## src/rtl/uart_rx_pkg.sv

```systemverilog
`default_nettype none
// ============================================================================
//  Module      : uart_rx_pkg
//  Description : Shared UART receive definitions. Holds the receive FSM state
//                encoding, the counter width constants and a helper that
//                turns the raw Prescale input into the effective ratio.
//  Revision    : 1.0 - initial release
// ============================================================================
package uart_rx_pkg;

    // Counter widths
    localparam int c_EDGE_W = 6;
    localparam int c_BIT_W  = 4;

    // Receive FSM state encoding
    localparam logic [2:0] c_ST_IDLE   = 3'd0;
    localparam logic [2:0] c_ST_START  = 3'd1;
    localparam logic [2:0] c_ST_DATA   = 3'd2;
    localparam logic [2:0] c_ST_PARITY = 3'd3;
    localparam logic [2:0] c_ST_STOP   = 3'd4;

    // Index of the last data bit within a frame (start bit is index 0)
    localparam logic [c_BIT_W-1:0] c_LAST_DATA_BIT = 4'd8;

    // Ratios below 4 leave too few oversamples per bit; clamp them up.
    function automatic logic [c_EDGE_W-1:0] eff_prescale(input logic [c_EDGE_W-1:0] p);
        return (p < 6'd4) ? 6'd4 : p;
    endfunction

endpackage : uart_rx_pkg
`default_nettype wire

```

## src/rtl/rx_fsm_if.sv

```systemverilog
`default_nettype none
// ============================================================================
//  Module      : rx_fsm_if
//  Description : Connection bundle between the UART receive controller and
//                its sampler / check / deserialiser datapath.
//                master : the controller (rx_fsm)
//                slave  : the datapath side (line, config, check results)
//  Ports       : RX_IN, PAR_EN, Prescale, strt_glitch, par_err, stp_err
//                  (slave -> master)
//                dat_samp_en, edge_cnt, bit_cnt, strt_chk_en, deser_en,
//                par_chk_en, stp_chk_en, data_valid (master -> slave)
//  Revision    : 1.0 - initial release
// ============================================================================
interface rx_fsm_if;
    import uart_rx_pkg::*;

    logic                RX_IN;
    logic                PAR_EN;
    logic [c_EDGE_W-1:0] Prescale;
    logic                strt_glitch;
    logic                par_err;
    logic                stp_err;

    logic                dat_samp_en;
    logic [c_EDGE_W-1:0] edge_cnt;
    logic [c_BIT_W-1:0]  bit_cnt;
    logic                strt_chk_en;
    logic                deser_en;
    logic                par_chk_en;
    logic                stp_chk_en;
    logic                data_valid;

    modport master (
        input  RX_IN, PAR_EN, Prescale, strt_glitch, par_err, stp_err,
        output dat_samp_en, edge_cnt, bit_cnt, strt_chk_en, deser_en,
               par_chk_en, stp_chk_en, data_valid
    );

    modport slave (
        output RX_IN, PAR_EN, Prescale, strt_glitch, par_err, stp_err,
        input  dat_samp_en, edge_cnt, bit_cnt, strt_chk_en, deser_en,
               par_chk_en, stp_chk_en, data_valid
    );

endinterface : rx_fsm_if
`default_nettype wire

```

## src/rtl/rx_fsm_edge_bit_counter.sv

```systemverilog
`default_nettype none
// ============================================================================
//  Module      : edge_bit_counter
//  Description : Oversample edge counter and frame bit counter. While enabled
//                the edge counter runs 0..P-1 and wraps, bumping the bit
//                counter on each wrap. When disabled both are cleared.
//  Ports       : CLK, RST (async active-low), i_en, i_prescale (effective P),
//                o_edge_cnt, o_bit_cnt, o_eob (edge_cnt == P-1)
//  Revision    : 1.0 - initial release
// ============================================================================
module edge_bit_counter
    import uart_rx_pkg::*;
(
    input  wire logic                CLK,
    input  wire logic                RST,
    input  wire logic                i_en,
    input  wire logic [c_EDGE_W-1:0] i_prescale,
    output logic      [c_EDGE_W-1:0] o_edge_cnt,
    output logic      [c_BIT_W-1:0]  o_bit_cnt,
    output logic                     o_eob
);

    logic [c_EDGE_W-1:0] r_edge_cnt;
    logic [c_BIT_W-1:0]  r_bit_cnt;
    logic                w_eob;

    assign w_eob = (r_edge_cnt == (i_prescale - 6'd1));

    always_ff @(posedge CLK or negedge RST) begin
        if (!RST) begin
            r_edge_cnt <= '0;
            r_bit_cnt  <= '0;
        end else if (!i_en) begin
            r_edge_cnt <= '0;
            r_bit_cnt  <= '0;
        end else if (w_eob) begin
            r_edge_cnt <= '0;
            r_bit_cnt  <= r_bit_cnt + 4'd1;
        end else begin
            r_edge_cnt <= r_edge_cnt + 6'd1;
        end
    end

    assign o_edge_cnt = r_edge_cnt;
    assign o_bit_cnt  = r_bit_cnt;
    assign o_eob      = w_eob;

endmodule : edge_bit_counter
`default_nettype wire

```

## src/rtl/rx_fsm.sv

```systemverilog
`default_nettype none
// ============================================================================
//  Module      : rx_fsm
//  Description : UART receive controller. Tracks a frame through
//                IDLE -> START -> DATA -> [PARITY] -> STOP, steers the
//                per-stage check enables and pulses data_valid for a frame
//                received without start, parity or stop error.
//  Ports       : CLK  - oversampling clock
//                RST  - asynchronous active-low reset
//                bus  - rx_fsm_if.master (line, config, check results in;
//                       counters, enables, data_valid out)
//  Revision    : 1.0 - initial release
// ============================================================================
module rx_fsm
    import uart_rx_pkg::*;
(
    input  wire logic CLK,
    input  wire logic RST,
    rx_fsm_if.master  bus
);

    logic [2:0]          r_state;
    logic [2:0]          w_next;
    logic                r_par_en;
    logic [c_EDGE_W-1:0] r_prescale;
    logic                r_frame_err;

    logic                w_start_entry;
    logic                w_cnt_en;
    logic                w_eob;
    logic [c_EDGE_W-1:0] w_edge_cnt;
    logic [c_BIT_W-1:0]  w_bit_cnt;

    assign w_start_entry = (r_state == c_ST_IDLE) && (w_next == c_ST_START);

    // Counters run only while the frame continues into the next cycle, so
    // leaving a frame returns them straight to 0 for the following IDLE.
    assign w_cnt_en = (r_state != c_ST_IDLE) && (w_next != c_ST_IDLE);

    edge_bit_counter u_counter (
        .CLK        (CLK),
        .RST        (RST),
        .i_en       (w_cnt_en),
        .i_prescale (r_prescale),
        .o_edge_cnt (w_edge_cnt),
        .o_bit_cnt  (w_bit_cnt),
        .o_eob      (w_eob)
    );

    // ---------------- State register ----------------
    always_ff @(posedge CLK or negedge RST) begin
        if (!RST) begin
            r_state <= c_ST_IDLE;
        end else begin
            r_state <= w_next;
        end
    end

    // Frame configuration and sticky error flag
    always_ff @(posedge CLK or negedge RST) begin
        if (!RST) begin
            r_par_en    <= 1'b0;
            r_prescale  <= 6'd4;
            r_frame_err <= 1'b0;
        end else if (w_start_entry) begin
            r_par_en    <= bus.PAR_EN;
            r_prescale  <= eff_prescale(bus.Prescale);
            r_frame_err <= 1'b0;
        end else if ((r_state == c_ST_PARITY) && w_eob && bus.par_err) begin
            r_frame_err <= 1'b1;
        end
    end

    // ---------------- Next-state logic ----------------
    always_comb begin
        w_next = r_state;
        case (r_state)
            c_ST_IDLE: begin
                if (!bus.RX_IN) w_next = c_ST_START;
            end
            c_ST_START: begin
                if (w_eob) w_next = bus.strt_glitch ? c_ST_IDLE : c_ST_DATA;
            end
            c_ST_DATA: begin
                if (w_eob && (w_bit_cnt == c_LAST_DATA_BIT))
                    w_next = r_par_en ? c_ST_PARITY : c_ST_STOP;
            end
            c_ST_PARITY: begin
                if (w_eob) w_next = c_ST_STOP;
            end
            c_ST_STOP: begin
                if (w_eob) w_next = c_ST_IDLE;
            end
            default: w_next = c_ST_IDLE;
        endcase
    end

    // ---------------- Output logic ----------------
    always_comb begin
        bus.dat_samp_en = 1'b0;
        bus.strt_chk_en = 1'b0;
        bus.deser_en    = 1'b0;
        bus.par_chk_en  = 1'b0;
        bus.stp_chk_en  = 1'b0;
        bus.data_valid  = 1'b0;
        case (r_state)
            c_ST_START: begin
                bus.dat_samp_en = 1'b1;
                bus.strt_chk_en = 1'b1;
            end
            c_ST_DATA: begin
                bus.dat_samp_en = 1'b1;
                bus.deser_en    = 1'b1;
            end
            c_ST_PARITY: begin
                bus.dat_samp_en = 1'b1;
                bus.par_chk_en  = 1'b1;
            end
            c_ST_STOP: begin
                bus.dat_samp_en = 1'b1;
                bus.stp_chk_en  = 1'b1;
                // Stop result is only valid late in the bit, so qualify at EOB
                bus.data_valid  = w_eob && !bus.stp_err && !r_frame_err;
            end
            default: ;
        endcase
    end

    assign bus.edge_cnt = w_edge_cnt;
    assign bus.bit_cnt  = w_bit_cnt;

endmodule : rx_fsm
`default_nettype wire

```

## src/flat_wrapper.sv

```systemverilog
// flat-port wrapper written by rule: the top's interface ports become plain ports
module rx_fsm_flat import uart_rx_pkg::*;
  (CLK, RST, bus_RX_IN, bus_PAR_EN, bus_Prescale, bus_strt_glitch, bus_par_err, bus_stp_err, bus_dat_samp_en, bus_edge_cnt, bus_bit_cnt, bus_strt_chk_en, bus_deser_en, bus_par_chk_en, bus_stp_chk_en, bus_data_valid);
  rx_fsm_if bus_i ();
  input  wire logic CLK;
  input  wire logic RST;
  input wire logic [$bits(bus_i.RX_IN)-1:0] bus_RX_IN;
  input wire logic [$bits(bus_i.PAR_EN)-1:0] bus_PAR_EN;
  input wire logic [$bits(bus_i.Prescale)-1:0] bus_Prescale;
  input wire logic [$bits(bus_i.strt_glitch)-1:0] bus_strt_glitch;
  input wire logic [$bits(bus_i.par_err)-1:0] bus_par_err;
  input wire logic [$bits(bus_i.stp_err)-1:0] bus_stp_err;
  output wire logic [$bits(bus_i.dat_samp_en)-1:0] bus_dat_samp_en;
  output wire logic [$bits(bus_i.edge_cnt)-1:0] bus_edge_cnt;
  output wire logic [$bits(bus_i.bit_cnt)-1:0] bus_bit_cnt;
  output wire logic [$bits(bus_i.strt_chk_en)-1:0] bus_strt_chk_en;
  output wire logic [$bits(bus_i.deser_en)-1:0] bus_deser_en;
  output wire logic [$bits(bus_i.par_chk_en)-1:0] bus_par_chk_en;
  output wire logic [$bits(bus_i.stp_chk_en)-1:0] bus_stp_chk_en;
  output wire logic [$bits(bus_i.data_valid)-1:0] bus_data_valid;
  assign bus_i.RX_IN = bus_RX_IN;
  assign bus_i.PAR_EN = bus_PAR_EN;
  assign bus_i.Prescale = bus_Prescale;
  assign bus_i.strt_glitch = bus_strt_glitch;
  assign bus_i.par_err = bus_par_err;
  assign bus_i.stp_err = bus_stp_err;
  assign bus_dat_samp_en = bus_i.dat_samp_en;
  assign bus_edge_cnt = bus_i.edge_cnt;
  assign bus_bit_cnt = bus_i.bit_cnt;
  assign bus_strt_chk_en = bus_i.strt_chk_en;
  assign bus_deser_en = bus_i.deser_en;
  assign bus_par_chk_en = bus_i.par_chk_en;
  assign bus_stp_chk_en = bus_i.stp_chk_en;
  assign bus_data_valid = bus_i.data_valid;
  rx_fsm u_core (.CLK(CLK), .RST(RST), .bus(bus_i));
endmodule
```

## config.mk

```make
export PLATFORM = sky130hd
export DESIGN_NAME = rx_fsm_flat
export DESIGN_NICKNAME = d
export VERILOG_FILES = /design/src/rtl/uart_rx_pkg.sv /design/src/rtl/rx_fsm_if.sv /design/src/rtl/rx_fsm_edge_bit_counter.sv /design/src/rtl/rx_fsm.sv /design/src/flat_wrapper.sv
export SDC_FILE = /design/constraint.sdc
export NUM_CORES = 1
export LEC_CHECK = 0
export ABC_AREA = 0
export BUFFER_PORTS_ARGS = -buffer_cell sky130_fd_sc_hd__buf_2
export CAP_MARGIN = 40
export CORE_MARGIN = 8
export CORE_UTILIZATION = 45
export DETAILED_ROUTE_END_ITERATION = 8
export PLACE_DENSITY_LB_ADDON = 0.3
export SYNTH_ARGS = -nofsm -noshare
export SYNTH_HDL_FRONTEND = slang
export SYNTH_SLANG_ARGS = --single-unit
```

## constraint.sdc

```tcl
create_clock -name CLK -period 2.15 [get_ports CLK]
set_clock_uncertainty 0.05 [all_clocks]
set_input_delay 0.1075 -clock CLK [delete_from_list [all_inputs] [get_ports CLK]]
set_output_delay 0.1075 -clock CLK [all_outputs]
set_load 0.05 [all_outputs]
```

==> flow_summary.toml <==
[sta]
slew_violations = 0
worst_pin_slew_ns = 0.510
grt_setup_unrepaired = "yes"
min_period_over_period = 1.00
tns_ns = -0.00344
finalHoldViolations = 0
period_minus_slack_ns = 2.15
fin_hold_ws_ns = 0.0313
maxSlewHeadroom = 0.658
worst_slack_ns = -0.00344
finalSetupViolations = 1
clock.fmax_mhz = 464

[floorplanning]
core-area_sq_mm = 0.00271
die_w_um = 69.1
die_y_um = 69.1
initial_utilization = 0.469
io_pins = 29
num_rows = 19
die-area_sq_mm = 0.00478

[placed_design]
gp_congestion = 0.832
dp_slack_ns = 0.156
placed_cell_area_sq_mm = 0.00147
hpwlAfterDp_mm = 2.31
portBuffers = 28
placedCellCount = 194

[detailed_routing]
wl_mm = 3.08
top_layer = "met4"
ant_nets = 0
drc = 0
wl_per_cell_um = 14.6
first_pass_iters = 4
vias = 1106
met3_length_um = 118
routedLengthMet1_mm = 1.37
wl_met2_mm = 1.55
drt_iter0_drc = 43
via_per_inst = 5.24

[synthesis]
ys_ff_latch = 21
syn_area_sq_mm = 0.00127
ys_async_sr_fraction = 1.00
synth_edf_count = 0
synth-seq-area-share = 0.415
synthCells = 135
ys.flop_type = "dfrtp_1"
syn-num-nets = 152
synth.avg_cell_area_sq_um = 9.41
yosysWarnings = 0
synthDistinctLibCells = 38

[cells_and_area]
seq_area_sq_um = 532
fillers = 245
fin_util = 0.606
n_antenna_cell = 0
layout.nets = 198
multi_input_area_sq_um = 724
postLayoutCellArea_sq_mm = 0.00164
syn_to_final_growth_pct = 29.4
drive_above_1_share = 0.311
final_cells = 211

[setup_path]
worstPathArrival_ns = 2.00
worstSetupStartpointType = "flop"
required_ns = 1.99
cp_max_fo = 2
rrSetupSlack_ns = 0.18
timing_worst_setup_path_type = "flop to output port"
cp-end-kind = "output port"

[cts]
cts_num_sinks = 21
ctsHtreeMaxLevel = 1
clk_latency_ns = 0.31
clk_pin_slew_worst_paths_ns = 0.12
cts_buffers = 3
root_buffer = "clkbuf_4"
clk_path_buf_depth = 2
cts_tree = "yes"

[grt]
globalRouteTotalUtil = 0.128
grt_pass1_vias = 1161
gr-total-overflow = 0
grt_pass1_wl_mm = 5.25
antenna_found_initial = 0
grt_max_degree = 22

[power]
power_density_mw_per_mm2 = 1490
peakVddDrop_mv = 0.985
p_total_mw = 2.44
leakage_nw = 0.771

[flow_run]
maxCapViolCount = 0

[outcome]
violations = "negative setup slack"
status = "complete, but fails checks"

[worst_hold_path]
hp-class = "input pin to flop"
-- timing repair --
action                                  CTS  global route
pin swaps                                 3             1
buffers inserted                          5             0
endpoints found under the setup margin    1             1
endpoints found under the hold margin    27             0
gates resized for setup                   5             0
hold buffers                              8             0
-- metal layers --
layer | up-vias | GRT usage
li1 | 553 | -
met1 | 522 | 0.151
met2 | 25 | 0.216
met3 | 6 | 0.0272
met4 | 0 | 0.0547
met5 | - | 0
-- critical path, cell delays in order, from the launching register on --
cell,delay (ns)
dfrtp_1,0.37
inv_1,0.06
ha_1,0.30
xnor2_1,0.13
nor2_1,0.17
o211ai_2,0.14
nor2_4,0.11
nor4b_4,0.20
buf_6,0.19
-- path summary, 6_finish.rpt --
check / from / endpoint / depth (start not counted)
worst min-delay path: bus_Prescale[2] / u_core.r_prescale[2] / 3
worst min register to register: u_core.r_prescale[5] / u_core.r_prescale[5] / 2
worst max-delay path: u_core.r_prescale[0] / bus_data_valid / 8
min in group asynchronous: RST / u_core.u_counter.o_edge_cnt[5] / 2
worst max register to register: u_core.r_prescale[0] / u_core.u_counter.o_bit_cnt[0] / 8
max in group asynchronous: RST / u_core.r_prescale[3] / 2
-- sequential cells by signal, indices dropped and copies added (netlist names) --
register                     flops
u_core.r_prescale                6
u_core.u_counter.o_edge_cnt      6
u_core.u_counter.o_bit_cnt       4
u_core.r_state                   3
u_core.r_frame_err               1
u_core.r_par_en                  1
-- cells by family after synthesis --
| kind of cell | synth area share |
|---|---|
| simple gates | 0.261 |
| compound gates | 0.154 |
| flops | 0.415 |
| buf+inv | 0.0394 |
| xor+xnor | 0.0759 |
| fa+ha+maj | 0.0394 |
| mux | 0.0158 |
-- cell usage in the layout, fill, tap and decap left out, types with 3 or more instances in the layout --
cell type      count
inv_1             11
nor2_1            16
dlygate4sd3_1      8
nand2_1           18
nor2b_1            3
o211ai_1           3
buf_2             27
and3_1             4
ha_1               4
xnor2_1            7
xor2_1             4
nor3_1             3
dfrtp_1           16
clkbuf_4           3
dfrtp_2            4
o21ai_0            4
nand3_1            8
buf_4              7
-- power by group --
group | leakage (nW) | internal (mW) | switching (mW)
registers | 0.249 | 0.563 | 0.215
logic | 0.505 | 0.553 | 0.912
clock network | 0.0177 | 0.0695 | 0.131
-- synth_stat cells (2+ instances only) --
library cell	instances	share of area
nor4_1	2	0.0099
nand3_1	8	0.032
inv_1	11	0.033
o21ai_0	4	0.016
a32o_1	2	0.016
nand2_1	18	0.053
xnor2_1	7	0.048
nor3_1	3	0.012
dfrtp_1	20	0.39
mux2i_1	2	0.016
a21o_1	2	0.012
nor2b_1	3	0.015
o211ai_1	3	0.018
xor2_1	4	0.028
nand2b_1	2	0.0099
nor2_1	16	0.047
ha_1	4	0.039
and3_1	4	0.020
-- area by class of cell --
cell class,count,share of cell area
repair buffers,43,0.170
inverters,11,0.0251
clock buffers,3,0.0137
flip-flops and latches,21,0.324
well taps,31,0.0236
clock inverters,1,0.00305
multi-input cells,101,0.441
Note: power is estimated with default switching activity, not from simulation.
